### config.mk
export PLATFORM = sky130hd
export DESIGN_NAME = matrix_operand_loader
export DESIGN_NICKNAME = d
export VERILOG_FILES = /design/src/rtl/matrix_pkg.sv /design/src/rtl/matrix_operand_bank.sv /design/src/rtl/matrix_operand_loader.sv
export SDC_FILE = /design/constraint.sdc
export NUM_CORES = 1
export LEC_CHECK = 0
export ABC_AREA = 1
export CORE_MARGIN = 3
export CORE_UTILIZATION = 48
export CTS_CLUSTER_SIZE = 8
export DETAILED_ROUTE_END_ITERATION = 10
export GPL_ROUTABILITY_DRIVEN = 0
export PLACE_DENSITY_LB_ADDON = 0.2
export SETUP_SLACK_MARGIN = 0.15
export SLEW_MARGIN = 20
export SYNTH_ARGS = -nofsm -noshare
export SYNTH_HDL_FRONTEND = slang
export SYNTH_SLANG_ARGS = --single-unit
### constraint.sdc
create_clock -name clk -period 1.55 [get_ports clk]
set_clock_uncertainty 0.15 [all_clocks]
set_input_delay 0.155 -clock clk [delete_from_list [all_inputs] [get_ports clk]]
set_output_delay 0.155 -clock clk [all_outputs]
set_load 0.1 [all_outputs]
### src/rtl/matrix_pkg.sv
// Shared widths, loader state encoding and element-slot indices for the
// 2x2 matrix adder datapath.
package matrix_pkg;

  localparam int ELEM_W  = 3;
  localparam int RES_W   = 4;
  localparam int N_ELEMS = 4;

  typedef enum logic [1:0] {
    LOAD_A = 2'd0,
    LOAD_B = 2'd1,
    HOLD   = 2'd2
  } ld_state_t;

  // Row-major, A then B.
  localparam logic [2:0] IDX_A11 = 3'd0;
  localparam logic [2:0] IDX_A12 = 3'd1;
  localparam logic [2:0] IDX_A21 = 3'd2;
  localparam logic [2:0] IDX_A22 = 3'd3;
  localparam logic [2:0] IDX_B11 = 3'd4;
  localparam logic [2:0] IDX_B12 = 3'd5;
  localparam logic [2:0] IDX_B21 = 3'd6;
  localparam logic [2:0] IDX_B22 = 3'd7;

endpackage

### src/rtl/matrix_operand_bank.sv
// Register bank of N_SLOTS elements: indexed single-slot write, or a whole-bank
// copy that takes priority over the write. Reset clears every slot.
module matrix_operand_bank #(
  parameter int ELEM_W  = 3,
  parameter int N_SLOTS = 8,
  localparam int IW     = $clog2(N_SLOTS)
) (
  input  logic                           clk,
  input  logic                           rst,
  input  logic                           we,
  input  logic [IW-1:0]                  widx,
  input  logic [ELEM_W-1:0]              wdata,
  input  logic                           copy_en,
  input  logic [N_SLOTS-1:0][ELEM_W-1:0] copy_src,
  output logic [N_SLOTS-1:0][ELEM_W-1:0] q
);

  // Clear, bulk copy, or single-slot write, in that priority.
  always_ff @(posedge clk) begin
    if (rst)          q       <= '0;
    else if (copy_en) q       <= copy_src;
    else if (we)      q[widx] <= wdata;
  end

endmodule

### src/rtl/matrix_operand_loader.sv
// Serial-to-parallel operand loader for the 2x2 matrix adder. Eight elements
// arrive over valid/ready (A row-major, then B row-major) and are presented
// together with out_valid until out_ready acknowledges the set.
// Optional build macro MATRIX_LOADER_DOUBLE_BUF_EN: operands come from a
// separate output bank committed whole on the 8th transfer, so the outputs
// never show a partially loaded set.
module matrix_operand_loader
  import matrix_pkg::*;
#(
  parameter int ELEM_W  = matrix_pkg::ELEM_W,
  parameter int N_ELEMS = matrix_pkg::N_ELEMS
) (
  input  logic              clk,
  input  logic              rst,
  input  logic              in_valid,
  input  logic [ELEM_W-1:0] in_data,
  output logic              in_ready,
  input  logic              out_ready,
  output logic              out_valid,
  output logic [ELEM_W-1:0] a11,
  output logic [ELEM_W-1:0] a12,
  output logic [ELEM_W-1:0] a21,
  output logic [ELEM_W-1:0] a22,
  output logic [ELEM_W-1:0] b11,
  output logic [ELEM_W-1:0] b12,
  output logic [ELEM_W-1:0] b21,
  output logic [ELEM_W-1:0] b22,
  output logic [2:0]        elem_idx
);

  localparam int N_SLOTS = 2 * N_ELEMS;

  ld_state_t state;
  logic      xfer;
  logic      last_xfer;

  logic [N_SLOTS-1:0][ELEM_W-1:0] stage_q;
  logic [N_SLOTS-1:0][ELEM_W-1:0] ops;

  assign in_ready  = (state != HOLD);
  assign xfer      = in_valid && in_ready;
  assign last_xfer = xfer && (elem_idx == IDX_B22);

  // Loader FSM: slot index, state and out_valid all registered together.
  always_ff @(posedge clk) begin
    if (rst) begin
      state     <= LOAD_A;
      elem_idx  <= '0;
      out_valid <= 1'b0;
    end else begin
      case (state)
        LOAD_A: if (xfer) begin
          elem_idx <= elem_idx + 3'd1;
          if (elem_idx == IDX_A22) state <= LOAD_B;
        end
        LOAD_B: if (xfer) begin
          if (elem_idx == IDX_B22) begin
            elem_idx  <= '0;
            state     <= HOLD;
            out_valid <= 1'b1;
          end else begin
            elem_idx <= elem_idx + 3'd1;
          end
        end
        HOLD: if (out_ready) begin
          state     <= LOAD_A;
          out_valid <= 1'b0;
        end
        default: state <= LOAD_A;
      endcase
    end
  end

  matrix_operand_bank #(.ELEM_W(ELEM_W), .N_SLOTS(N_SLOTS)) u_stage (
    .clk      (clk),
    .rst      (rst),
    .we       (xfer),
    .widx     (elem_idx),
    .wdata    (in_data),
    .copy_en  (1'b0),
    .copy_src ('0),
    .q        (stage_q)
  );

`ifdef MATRIX_LOADER_DOUBLE_BUF_EN
  logic [N_SLOTS-1:0][ELEM_W-1:0] stage_next;

  // Staging contents including the element landing this cycle, so the
  // commit on the 8th transfer captures the complete set.
  always_comb begin
    stage_next = stage_q;
    if (xfer) stage_next[elem_idx] = in_data;
  end

  matrix_operand_bank #(.ELEM_W(ELEM_W), .N_SLOTS(N_SLOTS)) u_out (
    .clk      (clk),
    .rst      (rst),
    .we       (1'b0),
    .widx     ('0),
    .wdata    ('0),
    .copy_en  (last_xfer),
    .copy_src (stage_next),
    .q        (ops)
  );
`else
  logic unused_last;
  assign unused_last = last_xfer;
  assign ops         = stage_q;
`endif

  assign a11 = ops[IDX_A11];
  assign a12 = ops[IDX_A12];
  assign a21 = ops[IDX_A21];
  assign a22 = ops[IDX_A22];
  assign b11 = ops[IDX_B11];
  assign b12 = ops[IDX_B12];
  assign b21 = ops[IDX_B21];
  assign b22 = ops[IDX_B22];

endmodule

==> results.cfg <==
[die]
dieHeight_um = 60.61
pin_count = 36
coreArea_um2 = 2805
start_util_pct = 51.03
dieWidth_um = 60.61
rows = 19
die_area_um2 = 3673

[clocking]
cts_inserted_buffers = 5
path_clk_slew_ps = 90
cts_root_buf = clkbuf_4
ctsHoldBuffers = 0
cts_buffer_depth = 2
cts_tree = done
cts_htree_levels = 2
cts.sinks = 30
insertion_delay_ps = 330

[finish]
fillers = 186
multi_input_area_um2 = 780.7
fin_nets = 258
antenna_cells = 0
register_area_um2 = 614.3
areaGrowthSynthToFinish_pct = 55.94
layout-drive-gt1-share_pct = 29.72
fin_area_um2 = 2232

[routing]
drt-wirelength-per-cell_um = 11.39
first_iter_violations = 60
drc_errors = 0
antenna_left = 0
firstDrtPassIters = 4
routed_wl_mm = 3.188
via_per_inst = 4.946
vias = 1385

[power]
cellLeakagePower_nw = 0.9290
power.total_mw = 1.900
p_per_area_nw_per_um2 = 851.0
ir_worst_vdd_mv = 0.5664

[global_route]
grt_max_degree = 29
grt_pass1_vias = 1374
grt_pass1_wl_mm = 5.658
grt_overflow = 0
track_usage_pct = 20.58
antenna_found_initial = 0

[logic_synthesis]
synthAdderAreaFrac_pct = 2.622
yosysUniqueCellTypes = 18
synthSimpleGateAreaFrac_pct = 46.94
synth_top_family_by_area = simple AND/OR/NAND/NOR gates
synth_compound_area_share_pct = 2.098
synth_edf_count = 0
synth_mux_area_share_pct = 0
synth_nets = 216
synth_common_cells = nor2_1, nand2_1, nand3_1, dfxtp_1, nor2_2
yosysMostFrequentCell = nor2_1
ys_async_sr_fraction_pct = 0
synthCells = 206
yosysWarnings = 0
ys.flop_type = dfxtp_1
yosysTopAreaCell = dfxtp_1
ys_top_cells_by_area = dfxtp_1, nor2_1, nand2_1, nand3_1, nor2_2
synth_top_area_share_pct = 41.96
syn_area_um2 = 1431
synth-xor-area-share_pct = 0
synth-seq-cells = 30
syn_avg_cell_area_um2 = 6.948
ys_seq_area_share_pct = 41.96

[timing]
finalHoldViolations = 0
slew-limit-headroom_pct = 81.37
drv_slew = 0
setup_viol = 0
grt_setup_unrepaired = false
finalCritPeriodShare_pct = 87.27
max_freq_mhz = 739.3
tightest_slew_ps = 279.2
fin_crit_ps = 1353

[min_path]
hp-class = in -> reg

[critical_path]
crit_start = state[0]
start_kind = flop
rrSetupSlack_ps = 250
reg2reg_depth = 7
crit_type = reg -> out
reg2reg_from = elem_idx[1]
r2r_end = elem_idx[1]
path_max_fanout = 4
endpoint_kind = output pin
endpoint = in_ready
crit_required_ps = 1240
cp.arrival_ps = 1050

[job]
drv_cap = 0

[placement]
dp_hpwl_mm = 2.358
port_buffers = 35
place_area_um2 = 2150

[run_status]
outcome = finished, final reports clean
==> through the flow <==
| step | setup slack (ps) | TNS, ps | hold WS, ps | instances | util [%] |
|---|---|---|---|---|---|
| 2_1_floorplan | 120.3 | 0 | 66.97 | 206 | - |
| 3_3_place_gp | 15.55 | 0 | 324.0 | 270 | 76.63 |
| 3_5_place_dp | -20.20 | -58.65 | 338.4 | 270 | 76.63 |
| 4_1_cts | 174.7 | 0 | 267.4 | 278 | 78.86 |
| 5_1_grt | 143.2 | 0 | 287.5 | 280 | 79.57 |
| 6_report | 197.3 | 0 | 279.7 | 280 | 79.57 |
==> power by group <==
part,internal [mW],switching [mW]
registers,0.802,0.0486
clock network,0.220,0.267
logic,0.196,0.366
total,1.22,0.682
==> worst max-delay path: stages (launching register included) <==
cell and delay (ps):
dfxtp_2 390, inv_4 70, nand2_8 80, buf_12 170
==> state kept, by name, summed over array words and instances (netlist names) <==
| register | cells |
|---|---|
| elem_idx | 3 |
| out_valid | 1 |
| u_stage.q | 24 |
| state | 2 |
==> layout by cell type, fill, tap and decap left out, drive strengths merged, types with 2 or more instances in the layout <==
cell            n
buf            33
nand2          48
ha              3
inv            15
a21oi           5
clkdlybuf4s50   6
nand3          31
dfxtp          30
clkbuf          7
clkinv          2
nor2           68
==> cell families after synthesis <==
family,after synthesis
AOI/OAI and AO/OA,6
adders and majority gates,3
buffers and inverters,20
DFF,30
and+or+nand+nor,147
==> how the worst min path moves through the flow <==
stage	start	endpoint	slack, ps	depth (start not counted)
floorplan	rst	elem_idx[1]	70	1
CTS	rst	state[1]	270	2
global placement	out_valid	out_valid	320	2
detailed placement	out_valid	out_valid	340	2
finish	rst	state[1]	280	2
global route	rst	state[1]	290	2
==> cell type report <==
class	instances	share of cell area [%]
Clock inverter	1	0.2242
Clock buffer	7	2.466
Timing Repair Buffer	39	30.04
Multi-Input combinational cell	156	34.98
Tap cell	31	1.738
Inverter	16	3.027
Sequential cell	30	27.52
==> layer usage <==
metal  vias to the layer above  global-route usage [%]  share of wire [%]
met4                         0                   8.978                1.4
met1                       613                   23.87                 44
met3                         6                   7.660                6.5
met2                        39                   33.89                 48
met5                         -                       0                  0
li1                        727                       -                  -
==> timing repair <==
item                       4_1_cts  5_1_grt
gates resized for setup          2        2
setup buffers                    0        2
pin swaps                        0        0
setup endpoints to repair        1        3
Power figures use the tool's default switching activity.
